### config.mk
export PLATFORM = sky130hd
export DESIGN_NAME = br_pe_traffic_agent_flat
export DESIGN_NICKNAME = d
export VERILOG_FILES = /design/src/rtl/br_pe_traffic_agent_if.sv /design/src/rtl/br_pe_traffic_agent.sv /design/src/flat_wrapper.sv
export SDC_FILE = /design/constraint.sdc
export NUM_CORES = 1
export LEC_CHECK = 0
export ABC_CLOCK_PERIOD_IN_PS = 5650
export BUFFER_PORTS_ARGS = -buffer_cell sky130_fd_sc_hd__buf_2
export CORE_ASPECT_RATIO = 0.5
export CORE_MARGIN = 2
export CORE_UTILIZATION = 56
export CTS_CLUSTER_DIAMETER = 80
export CTS_CLUSTER_SIZE = 8
export DETAILED_ROUTE_END_ITERATION = 8
export GPL_ROUTABILITY_DRIVEN = 0
export PLACE_DENSITY = 0.8
export SETUP_SLACK_MARGIN = 0.15
export SLEW_MARGIN = 20
export SYNTH_ARGS = -nofsm -noshare
export SYNTH_HDL_FRONTEND = slang
export SYNTH_SLANG_ARGS = --single-unit
### constraint.sdc
create_clock -name clk_i -period 5.65 [get_ports clk_i]
set_input_delay 1.4125 -clock clk_i [delete_from_list [all_inputs] [get_ports clk_i]]
set_output_delay 1.4125 -clock clk_i [all_outputs]
set_load 0.02 [all_outputs]
### src/rtl/br_pe_traffic_agent_if.sv
// BrLite PE traffic agent: shared types and the command/NoC bus.
// slave = agent side, master = PE/NoC side.
package br_pkg;
  typedef enum logic [1:0] {
    BR_SVC_ALL = 2'd0,
    BR_SVC_TGT = 2'd1,
    BR_SVC_CLR = 2'd2,
    BR_SVC_MON = 2'd3
  } br_svc_t;

  typedef logic [7:0]  br_tgt_t;
  typedef logic [31:0] br_pl_t;

  typedef struct packed {
    logic [7:0] seq_source;
    br_tgt_t    seq_target;
    br_pl_t     payload;
    br_svc_t    service;
    logic [4:0] id;
  } br_data_t;
endpackage

// Ports: cmd_* injection queue handshake,
// noc_*_o/noc_*_i injection and delivery handshakes.
interface br_pe_traffic_agent_if;
  import br_pkg::*;

  logic        cmd_valid_i;
  logic        cmd_ready_o;
  logic [63:0] cmd_time_i;
  br_tgt_t     cmd_target_i;
  br_pl_t      cmd_payload_i;
  br_svc_t     cmd_service_i;

  br_data_t    noc_flit_o;
  logic        noc_req_o;
  logic        noc_ack_i;
  logic        noc_busy_i;

  br_data_t    noc_flit_i;
  logic        noc_req_i;
  logic        noc_ack_o;

  modport slave (
    input  cmd_valid_i, cmd_time_i,
    input  cmd_target_i, cmd_payload_i,
    input  cmd_service_i,
    output cmd_ready_o,
    output noc_flit_o, noc_req_o,
    input  noc_ack_i, noc_busy_i,
    input  noc_flit_i, noc_req_i,
    output noc_ack_o
  );

  modport master (
    output cmd_valid_i, cmd_time_i,
    output cmd_target_i, cmd_payload_i,
    output cmd_service_i,
    input  cmd_ready_o,
    input  noc_flit_o, noc_req_o,
    output noc_ack_i, noc_busy_i,
    output noc_flit_i, noc_req_i,
    input  noc_ack_o
  );
endinterface

### src/rtl/br_pe_traffic_agent.sv
// BrLite per-PE traffic agent: timed injection queue, id gen,
// delayed delivery ack, saturating service counters.
// Ports: clk_i, rst_ni (sync, low), tick_cnt_i, bus (slave),
// rx_valid_o/rx_flit_o last delivery, rx_*_cnt_o, tx_cnt_o, idle_o.
module br_pe_traffic_agent
  import br_pkg::*;
#(
  parameter int PE_ID      = 0,
  parameter int FIFO_DEPTH = 4,
  parameter int RX_ACK_DLY = 2,
  parameter int CNT_W      = 16
) (
  input  logic             clk_i,
  input  logic             rst_ni,
  input  logic [63:0]      tick_cnt_i,
  br_pe_traffic_agent_if.slave bus,
  output logic             rx_valid_o,
  output br_data_t         rx_flit_o,
  output logic [CNT_W-1:0] rx_all_cnt_o,
  output logic [CNT_W-1:0] rx_tgt_cnt_o,
  output logic [CNT_W-1:0] tx_cnt_o,
  output logic             idle_o
);

  localparam int AW = $clog2(FIFO_DEPTH);
  localparam logic [AW:0] FULL = (AW+1)'(FIFO_DEPTH);

  typedef struct packed {
    logic [63:0] t;
    br_tgt_t     tgt;
    br_pl_t      pl;
    br_svc_t     svc;
  } cmd_t;

  typedef enum logic [1:0] {
    TX_IDLE, TX_ARM, TX_REQ, TX_REL
  } tx_st_t;

  typedef enum logic [1:0] {
    RX_IDLE, RX_DLY, RX_ACK
  } rx_st_t;

  cmd_t          mem [FIFO_DEPTH];
  logic [AW-1:0] wptr, rptr;
  logic [AW:0]   count, count_nxt;
  logic          ready_q;
  cmd_t          head;
  logic          push, pop;

  tx_st_t        tx_st, tx_nxt;
  logic          fire, tx_done;
  logic          req_q;
  br_data_t      flit_q;
  logic [4:0]    id_q;

  rx_st_t        rx_st, rx_nxt;
  logic          cap, ack_set, ack_clr;
  logic [3:0]    dly_cnt;
  logic          ack_q;

  function automatic logic [CNT_W-1:0] sat_inc(
    input logic [CNT_W-1:0] v
  );
    return (&v) ? v : v + 1'b1;
  endfunction

  assign head = mem[rptr];
  assign push = bus.cmd_valid_i && ready_q;
  assign pop  = fire;

  assign bus.cmd_ready_o = ready_q;
  assign bus.noc_req_o   = req_q;
  assign bus.noc_flit_o  = flit_q;
  assign bus.noc_ack_o   = ack_q;

  assign idle_o = (count == '0) &&
                  (tx_st == TX_IDLE) &&
                  (rx_st == RX_IDLE);

  always_comb begin
    count_nxt = count;
    if (push && !pop)
      count_nxt = count + 1'b1;
    else if (!push && pop)
      count_nxt = count - 1'b1;
  end

  always_ff @(posedge clk_i) begin
    if (push) begin
      mem[wptr].t   <= bus.cmd_time_i;
      mem[wptr].tgt <= bus.cmd_target_i;
      mem[wptr].pl  <= bus.cmd_payload_i;
      mem[wptr].svc <= bus.cmd_service_i;
    end
  end

  always_ff @(posedge clk_i) begin
    if (!rst_ni) begin
      wptr    <= '0;
      rptr    <= '0;
      count   <= '0;
      ready_q <= 1'b1;
    end else begin
      if (push) wptr <= wptr + 1'b1;
      if (pop)  rptr <= rptr + 1'b1;
      count   <= count_nxt;
      ready_q <= (count_nxt != FULL);
    end
  end

  always_comb begin
    tx_nxt  = tx_st;
    fire    = 1'b0;
    tx_done = 1'b0;
    unique case (tx_st)
      TX_IDLE:
        if (count != '0) tx_nxt = TX_ARM;
      TX_ARM:
        if (tick_cnt_i >= head.t &&
            !bus.noc_busy_i) begin
          fire   = 1'b1;
          tx_nxt = TX_REQ;
        end
      TX_REQ:
        if (bus.noc_ack_i) begin
          tx_done = 1'b1;
          tx_nxt  = TX_REL;
        end
      TX_REL:
        if (!bus.noc_ack_i) tx_nxt = TX_IDLE;
      default: tx_nxt = TX_IDLE;
    endcase
  end

  always_ff @(posedge clk_i) begin
    if (!rst_ni) begin
      tx_st    <= TX_IDLE;
      req_q    <= 1'b0;
      flit_q   <= '0;
      id_q     <= '0;
      tx_cnt_o <= '0;
    end else begin
      tx_st <= tx_nxt;
      if (fire) begin
        flit_q.seq_source <= 8'(PE_ID);
        flit_q.seq_target <= head.tgt;
        flit_q.payload    <= head.pl;
        flit_q.service    <= head.svc;
        flit_q.id         <= id_q;
        req_q             <= 1'b1;
        id_q              <= id_q + 5'd1;
      end
      if (tx_done) begin
        req_q    <= 1'b0;
        tx_cnt_o <= sat_inc(tx_cnt_o);
      end
    end
  end

  // dly_cnt counts DLY cycles already spent; ack is raised
  // once RX_ACK_DLY of them have elapsed (at least one).
  always_comb begin
    rx_nxt  = rx_st;
    cap     = 1'b0;
    ack_set = 1'b0;
    ack_clr = 1'b0;
    unique case (rx_st)
      RX_IDLE:
        if (bus.noc_req_i) begin
          cap    = 1'b1;
          rx_nxt = RX_DLY;
        end
      RX_DLY:
        if ({1'b0, dly_cnt} + 5'd1 >=
            5'(RX_ACK_DLY)) begin
          ack_set = 1'b1;
          rx_nxt  = RX_ACK;
        end
      RX_ACK:
        if (!bus.noc_req_i) begin
          ack_clr = 1'b1;
          rx_nxt  = RX_IDLE;
        end
      default: rx_nxt = RX_IDLE;
    endcase
  end

  always_ff @(posedge clk_i) begin
    if (!rst_ni) begin
      rx_st        <= RX_IDLE;
      dly_cnt      <= '0;
      ack_q        <= 1'b0;
      rx_valid_o   <= 1'b0;
      rx_flit_o    <= '0;
      rx_all_cnt_o <= '0;
      rx_tgt_cnt_o <= '0;
    end else begin
      rx_st      <= rx_nxt;
      rx_valid_o <= cap;
      if (cap) begin
        dly_cnt   <= '0;
        rx_flit_o <= bus.noc_flit_i;
        if (bus.noc_flit_i.service == BR_SVC_ALL)
          rx_all_cnt_o <= sat_inc(rx_all_cnt_o);
        else
          rx_tgt_cnt_o <= sat_inc(rx_tgt_cnt_o);
      end else if (rx_st == RX_DLY && !ack_set) begin
        dly_cnt <= dly_cnt + 4'd1;
      end
      if (ack_set) ack_q <= 1'b1;
      if (ack_clr) ack_q <= 1'b0;
    end
  end

endmodule

### src/flat_wrapper.sv
// flat-port wrapper written by rule: the top's interface ports become plain ports
module br_pe_traffic_agent_flat import br_pkg::*;
#(
  parameter int PE_ID      = 0,
  parameter int FIFO_DEPTH = 4,
  parameter int RX_ACK_DLY = 2,
  parameter int CNT_W      = 16
)
  (clk_i, rst_ni, tick_cnt_i, rx_valid_o, rx_flit_o, rx_all_cnt_o, rx_tgt_cnt_o, tx_cnt_o, idle_o, bus_cmd_valid_i, bus_cmd_time_i, bus_cmd_target_i, bus_cmd_payload_i, bus_cmd_service_i, bus_cmd_ready_o, bus_noc_flit_o, bus_noc_req_o, bus_noc_ack_i, bus_noc_busy_i, bus_noc_flit_i, bus_noc_req_i, bus_noc_ack_o);
  br_pe_traffic_agent_if bus_i ();
  input  logic clk_i;
  input  logic rst_ni;
  input  logic [63:0] tick_cnt_i;
  output logic rx_valid_o;
  output br_data_t rx_flit_o;
  output logic [CNT_W-1:0] rx_all_cnt_o;
  output logic [CNT_W-1:0] rx_tgt_cnt_o;
  output logic [CNT_W-1:0] tx_cnt_o;
  output logic idle_o;
  input wire logic [$bits(bus_i.cmd_valid_i)-1:0] bus_cmd_valid_i;
  input wire logic [$bits(bus_i.cmd_time_i)-1:0] bus_cmd_time_i;
  input wire logic [$bits(bus_i.cmd_target_i)-1:0] bus_cmd_target_i;
  input wire logic [$bits(bus_i.cmd_payload_i)-1:0] bus_cmd_payload_i;
  input wire logic [$bits(bus_i.cmd_service_i)-1:0] bus_cmd_service_i;
  output wire logic [$bits(bus_i.cmd_ready_o)-1:0] bus_cmd_ready_o;
  output wire logic [$bits(bus_i.noc_flit_o)-1:0] bus_noc_flit_o;
  output wire logic [$bits(bus_i.noc_req_o)-1:0] bus_noc_req_o;
  input wire logic [$bits(bus_i.noc_ack_i)-1:0] bus_noc_ack_i;
  input wire logic [$bits(bus_i.noc_busy_i)-1:0] bus_noc_busy_i;
  input wire logic [$bits(bus_i.noc_flit_i)-1:0] bus_noc_flit_i;
  input wire logic [$bits(bus_i.noc_req_i)-1:0] bus_noc_req_i;
  output wire logic [$bits(bus_i.noc_ack_o)-1:0] bus_noc_ack_o;
  assign bus_i.cmd_valid_i = bus_cmd_valid_i;
  assign bus_i.cmd_time_i = bus_cmd_time_i;
  assign bus_i.cmd_target_i = bus_cmd_target_i;
  assign bus_i.cmd_payload_i = bus_cmd_payload_i;
  assign bus_i.cmd_service_i = bus_cmd_service_i;
  assign bus_cmd_ready_o = bus_i.cmd_ready_o;
  assign bus_noc_flit_o = bus_i.noc_flit_o;
  assign bus_noc_req_o = bus_i.noc_req_o;
  assign bus_i.noc_ack_i = bus_noc_ack_i;
  assign bus_i.noc_busy_i = bus_noc_busy_i;
  assign bus_i.noc_flit_i = bus_noc_flit_i;
  assign bus_i.noc_req_i = bus_noc_req_i;
  assign bus_noc_ack_o = bus_i.noc_ack_o;
  br_pe_traffic_agent #(.PE_ID(PE_ID), .FIFO_DEPTH(FIFO_DEPTH), .RX_ACK_DLY(RX_ACK_DLY), .CNT_W(CNT_W)) u_core (.clk_i(clk_i), .rst_ni(rst_ni), .tick_cnt_i(tick_cnt_i), .bus(bus_i), .rx_valid_o(rx_valid_o), .rx_flit_o(rx_flit_o), .rx_all_cnt_o(rx_all_cnt_o), .rx_tgt_cnt_o(rx_tgt_cnt_o), .tx_cnt_o(tx_cnt_o), .idle_o(idle_o));
endmodule
Word level (Yosys, flattened, before mapping)
Memory sizes are Yosys's and may differ from the RTL's. A register that Yosys moved wholly into a read port is not among the register bits.
Cells that the tools add are included.

word-level totals
  register bits after elaboration = 174
  latch bits = 0
  bits in writable memories = 424
  ROM bits = 0
  bits of input ports = 231
  output and inout port bits = 163
  logic and storage cells = 106
  memories kept = 1

memory list
  memory      depth  bits a word  read ports  clocked after Yosys merged registers in  wr ports  line                       source
  u_core.mem  4      106          1           1                                        1         br_pe_traffic_agent.sv:43  cmd_t mem [FIFO_DEPTH];

operators by class
  $add $sub $neg = 10
  multipliers = 0
  div/mod/pow operators = 0
  order comparisons = 2
  eq/ne operators = 13
  shift operators = 0
  muxes and demuxes = 25
  bitwise logic cells = 5
  reduce and logical (&&, ||, !) cells = 27

operators with widths
  operator               count
  $ge 64x64->1           1
  $add 16x1->16 const B  3
  $reduce_and 16->1      3
  $mux 2                 9
  $mux 1                 12
  $ne 2x2->1 const B     5
  $reduce_and 3->1       3
  $pmux 2 s4             1
  $logic_and 1x1->1      7
  $eq 2x2->1 const B     3
  $logic_not 2->1        3
  $mux 3                 2
  $pmux 2 s3             1
  $reduce_or 2->1        3
  $add 4x1->5 const B    1
  $add 5x1->5 const B    1
  $ge 5x2->1 const B     1
  $not 1->1              5
  $add 2x1->2 const B    2
  $add 4x1->4 const B    1
  $eq 2x1->1 const B     2
  $logic_not 1->1        4
  $ne 2x1->1 const B     2
  $reduce_and 4->1       1
  6 further kinds        6

Logic depth before layout (Yosys ltp)
  depth after elaboration = 8
  depth in mapped cells = 16
  depth with buffers taken out = 12

Least setup slack after synthesis
No wires, ideal clock.

  path kind = input -> register
  from = input bus_cmd_valid_i
  to = memory u_core.mem[0][0] (netlist name) (enable)
  library setup time = 0.478 ns
  data arrival time = 3.913 ns
  data required time = 5.172 ns
  path slack = 1.259 ns
  cell stages on the path = 1
  buffers on the path = 0
  cell sequence = and3_1

on the way
  longest elaborated chain between the ends = 3

RTL lines
  what                          line                       source
  from (decl)                   flat_wrapper.sv:20         input wire logic [$bits(bus_i.cmd_valid_i)-1:0] bus_cmd_valid_i;
  $logic_and 1x1->1             br_pe_traffic_agent.sv:68  assign push = bus.cmd_valid_i && ready_q;
  $mux 1                        br_pe_traffic_agent.sv:89  if (push) begin
  $mux 1 (implied by the code)  br_pe_traffic_agent.sv:93  mem[wptr].svc <= bus.cmd_service_i;
  to (decl)                     br_pe_traffic_agent.sv:43

Every way passes these cells.

==> metrics.md <==
| Metric | Value |
|---|---|
| Final TNS setup | 0 ps |
| Net Sw Power | 0.00262 W |
| Prevailing post-synth register cell | edfxtp_1 |
| Initial DRC count | 853 |
| Area Overhead vs Synth | 21.0% |
| Yosys cell types | 54 |
| Power Density | 379 nW/um2 |
| TritonCTS Buffers | 84 |
| Register-to-register setup slack | 1170 ps |
| Fill count | 2808 |
| Startpoint types | flip-flop |
| Synth warnings | 0 |
| Root buf cell | clkbuf_16 |
| Max-cap violations | 0 |
| Fin util | 68.6% |
| Vias in the first global route | 14517 |
| Clk buf depth | 3 |
| Status | finished, final reports clean |
| H-Tree Level Count | 3 |
| Seq cells post-synth | 600 |
| Top cell type's share of synthesized area | 53.6% |
| Seq/Total Area, Yosys | 68.4% |
| Final Hold Fails | 0 |
| Critical path fanouts, max | 34 |
| Sequential Power Share | 46.8% |
| Mean post-synth cell area | 15.1 um2 |
| Minimum clock period | 4480 ps |
| Synth area leader | edfxtp_1 |
| Worst EP arrival | 4910 ps |
| Global-route wire length before repair | 78500 um |
| Clk sink count | 600 |
| Mapped cell area | 23800 um2 |
| Max Clk Rate | 223 MHz |
| Hold path startpoint | u_core.rx_flit_o[20]$_SDFFE_PN0P_ |
| Die area | 44200 um2 |
| CP endpoint kind | flip-flop |
| IO Pins | 394 |
| Fin nets | 2311 |
| Post-DR vias/cell | 5.45 |
| Slew HR | 26.8% |
| Post-CTS setup buffers | 0 |
| Final Cycle Share | 79.3% |
| Slew Limit Fails | 0 |
| Antenna-violating nets left | 0 |
| Synth Instances | 1572 |
| Worst-path clk slew | 50 ps |
| Min-delay worst type | reg -> reg |
| Initial Utilization | 56.7% |
| TritonCTS clock tree | yes |
| Fin Clk Skew | 18.1 ps |
| Share of cells above drive strength 1 | 30.3% |
| Slew @ Worst Pin | 1090 ps |
| Switching portion of total power | 24.0% |
| Async SR Flop Fraction | 0% |
| Die height | 150 um |
| Largest net degree at the start of global routing | 89 |
| Power Internal | 0.00827 W |
| Pleak | 10.9 nW |
| GRT overflow | 0 |
| Die width | 295 um |
| Routed WL | 52300 um |
| Via count | 14308 |
| HPWL after DPL | 32800 um |
| Rows | 53 |
| Kind of critical path | reg -> reg |
| Combinational power share | 11.6% |
| WP data required | 6080 ps |
| IO buf count | 385 |
| Synth top area cells | edfxtp_1 54%, dfxtp_1 15%, mux4_2 10% |
| Unrepaired setup endpoints after global routing | no |
| Final setup viols | 0 |
| Post-synth EDFFs | 424 |
| Worst-Skew Late Latency | 600 ps |
| Initial antenna violation count | 10 |
| Post-DR wirelength/cell | 19.9 um |
| Placeable Area | 41900 um2 |
| DRT Pass-1 Iters | 5 |
| Hold-fix buffers at CTS | 0 |
| PostCTS Resize Cnt | 0 |
| WHS | 449 ps |
| Drc violations | 0 |
| Worst vdd ir | 0.000200 V |
| GRT Util Overall | 23.4% |
| Clock share of power | 41.6% |
-- layout by cell type, fill, tap and decap left out, drive strengths merged, types with 18 or more instances in the layout --
cell type	Yosys	final
buf	25	403
nand4	18	18
a21oi	100	100
inv	80	82
ha	82	82
xnor2	24	24
dfxtp	176	176
nand2	169	169
nand3	25	25
mux2i	53	53
o21ai	24	24
clkbuf	45	122
xor2	18	18
mux4	106	106
nor2	117	117
edfxtp	424	424
-- final cells by class --
cell class	instances	area, um2	share of cell area [%]
Clock buffer	122	2270	7.88
Multi-Input combinational cell	829	6940	24.2
Antenna cell	9	22.5	0.0783
Timing Repair Buffer	403	2120	7.39
Tap cell	577	722	2.51
Sequential cell	600	16300	56.6
Inverter	80	303	1.05
Clock inverter	6	108	0.374
-- kinds of logic after synthesis --
group           after synthesis  share of synthesized area, %
buf+inv                     150                          2.59
other cells                   1                        0.0158
fa+ha+maj                    83                          4.36
simple gates                388                          7.19
xor+xnor                     42                          1.55
compound gates              149                          3.58
mux                         159                          12.3
flops                       600                          68.4
-- final timing paths --
| check | to | cells past startpoint |
|---|---|---|
| setup reg to reg | u_core.bus.noc_flit_o[18]$_SDFFE_PN0P_ | 13 |
| setup / recovery | u_core.bus.noc_flit_o[18]$_SDFFE_PN0P_ | 13 |
| hold reg to reg | u_core.rx_flit_o[20]$_SDFFE_PN0P_ | 2 |
| hold / removal | u_core.rx_flit_o[20]$_SDFFE_PN0P_ | 2 |
-- Yosys cell counts, types with 11 or more instances --
| cell | n |
|---|---|
| a21oi_1 | 100 |
| dfxtp_1 | 176 |
| xor2_1 | 18 |
| edfxtp_1 | 424 |
| nand3_1 | 25 |
| o21ai_0 | 23 |
| or3_1 | 12 |
| xnor2_1 | 24 |
| nor2_1 | 117 |
| buf_4 | 11 |
| nand2_1 | 169 |
| nand4_1 | 17 |
| mux2i_1 | 53 |
| inv_1 | 79 |
| ha_1 | 82 |
| mux4_2 | 106 |
| clkbuf_1 | 45 |
-- registers in the layout (all words and copies together), names as in the netlist, named ones only --
register and count:
u_core.dly_cnt 4, u_core.wptr 2, u_core.bus.cmd_ready_o 1, u_core.rptr 2
u_core.bus.noc_ack_o 1, u_core.rx_tgt_cnt_o 16, u_core.bus.noc_req_o 1, u_core.rx_valid_o 1
u_core.bus.noc_flit_o 47, u_core.tx_st 2, u_core.count 3, u_core.mem 424
u_core.rx_flit_o 55, u_core.tx_cnt_o 16, u_core.id_q 5, u_core.rx_st 2
u_core.rx_all_cnt_o 16
-- through the flow --
stage	instances	setup WS, ps	total power (W)	area [um2]
4_1_cts	2617	1130	0.0110	28700
2_1_floorplan	1579	1260	0.00600	23800
6_report	2626	1170	0.0109	28800
3_5_place_dp	2489	1150	0.00642	26400
5_1_grt	2626	865	0.0113	28800
3_3_place_gp	2489	1240	0.00638	26400
-- worst max-delay path, cell delays in order (launching register included) --
cell and delay (ps):
dfxtp_4 720, buf_12 270, mux4_2 510, inv_1 70, ha_1 190, nand4_1 130, nor4_1 340, o211ai_1 140
o211ai_1 180, a21oi_1 250, o32ai_4 460, buf_4 640, mux2i_1 310, nor2_1 70
-- routing by layer --
layer  global-route usage, %  up-vias  routed length, um
li1                        -     6696                  -
met1                    26.3     7022              19800
met2                    43.1      469              27800
met3                    4.78      119               2850
met4                    10.4        2               1840
met5                       0        -                  7
-- power groups by stage --
stage	clock network, W	logic [W]	registers (W)
after global placement	0	0.00122	0.00516
after CTS	0.00462	0.00127	0.00509
after floorplan	0	0.000783	0.00522
final	0.00453	0.00126	0.00509
after detailed placement	0	0.00125	0.00517
after global routing	0.00482	0.00138	0.00511
Note: power is estimated with default switching activity, not from simulation.
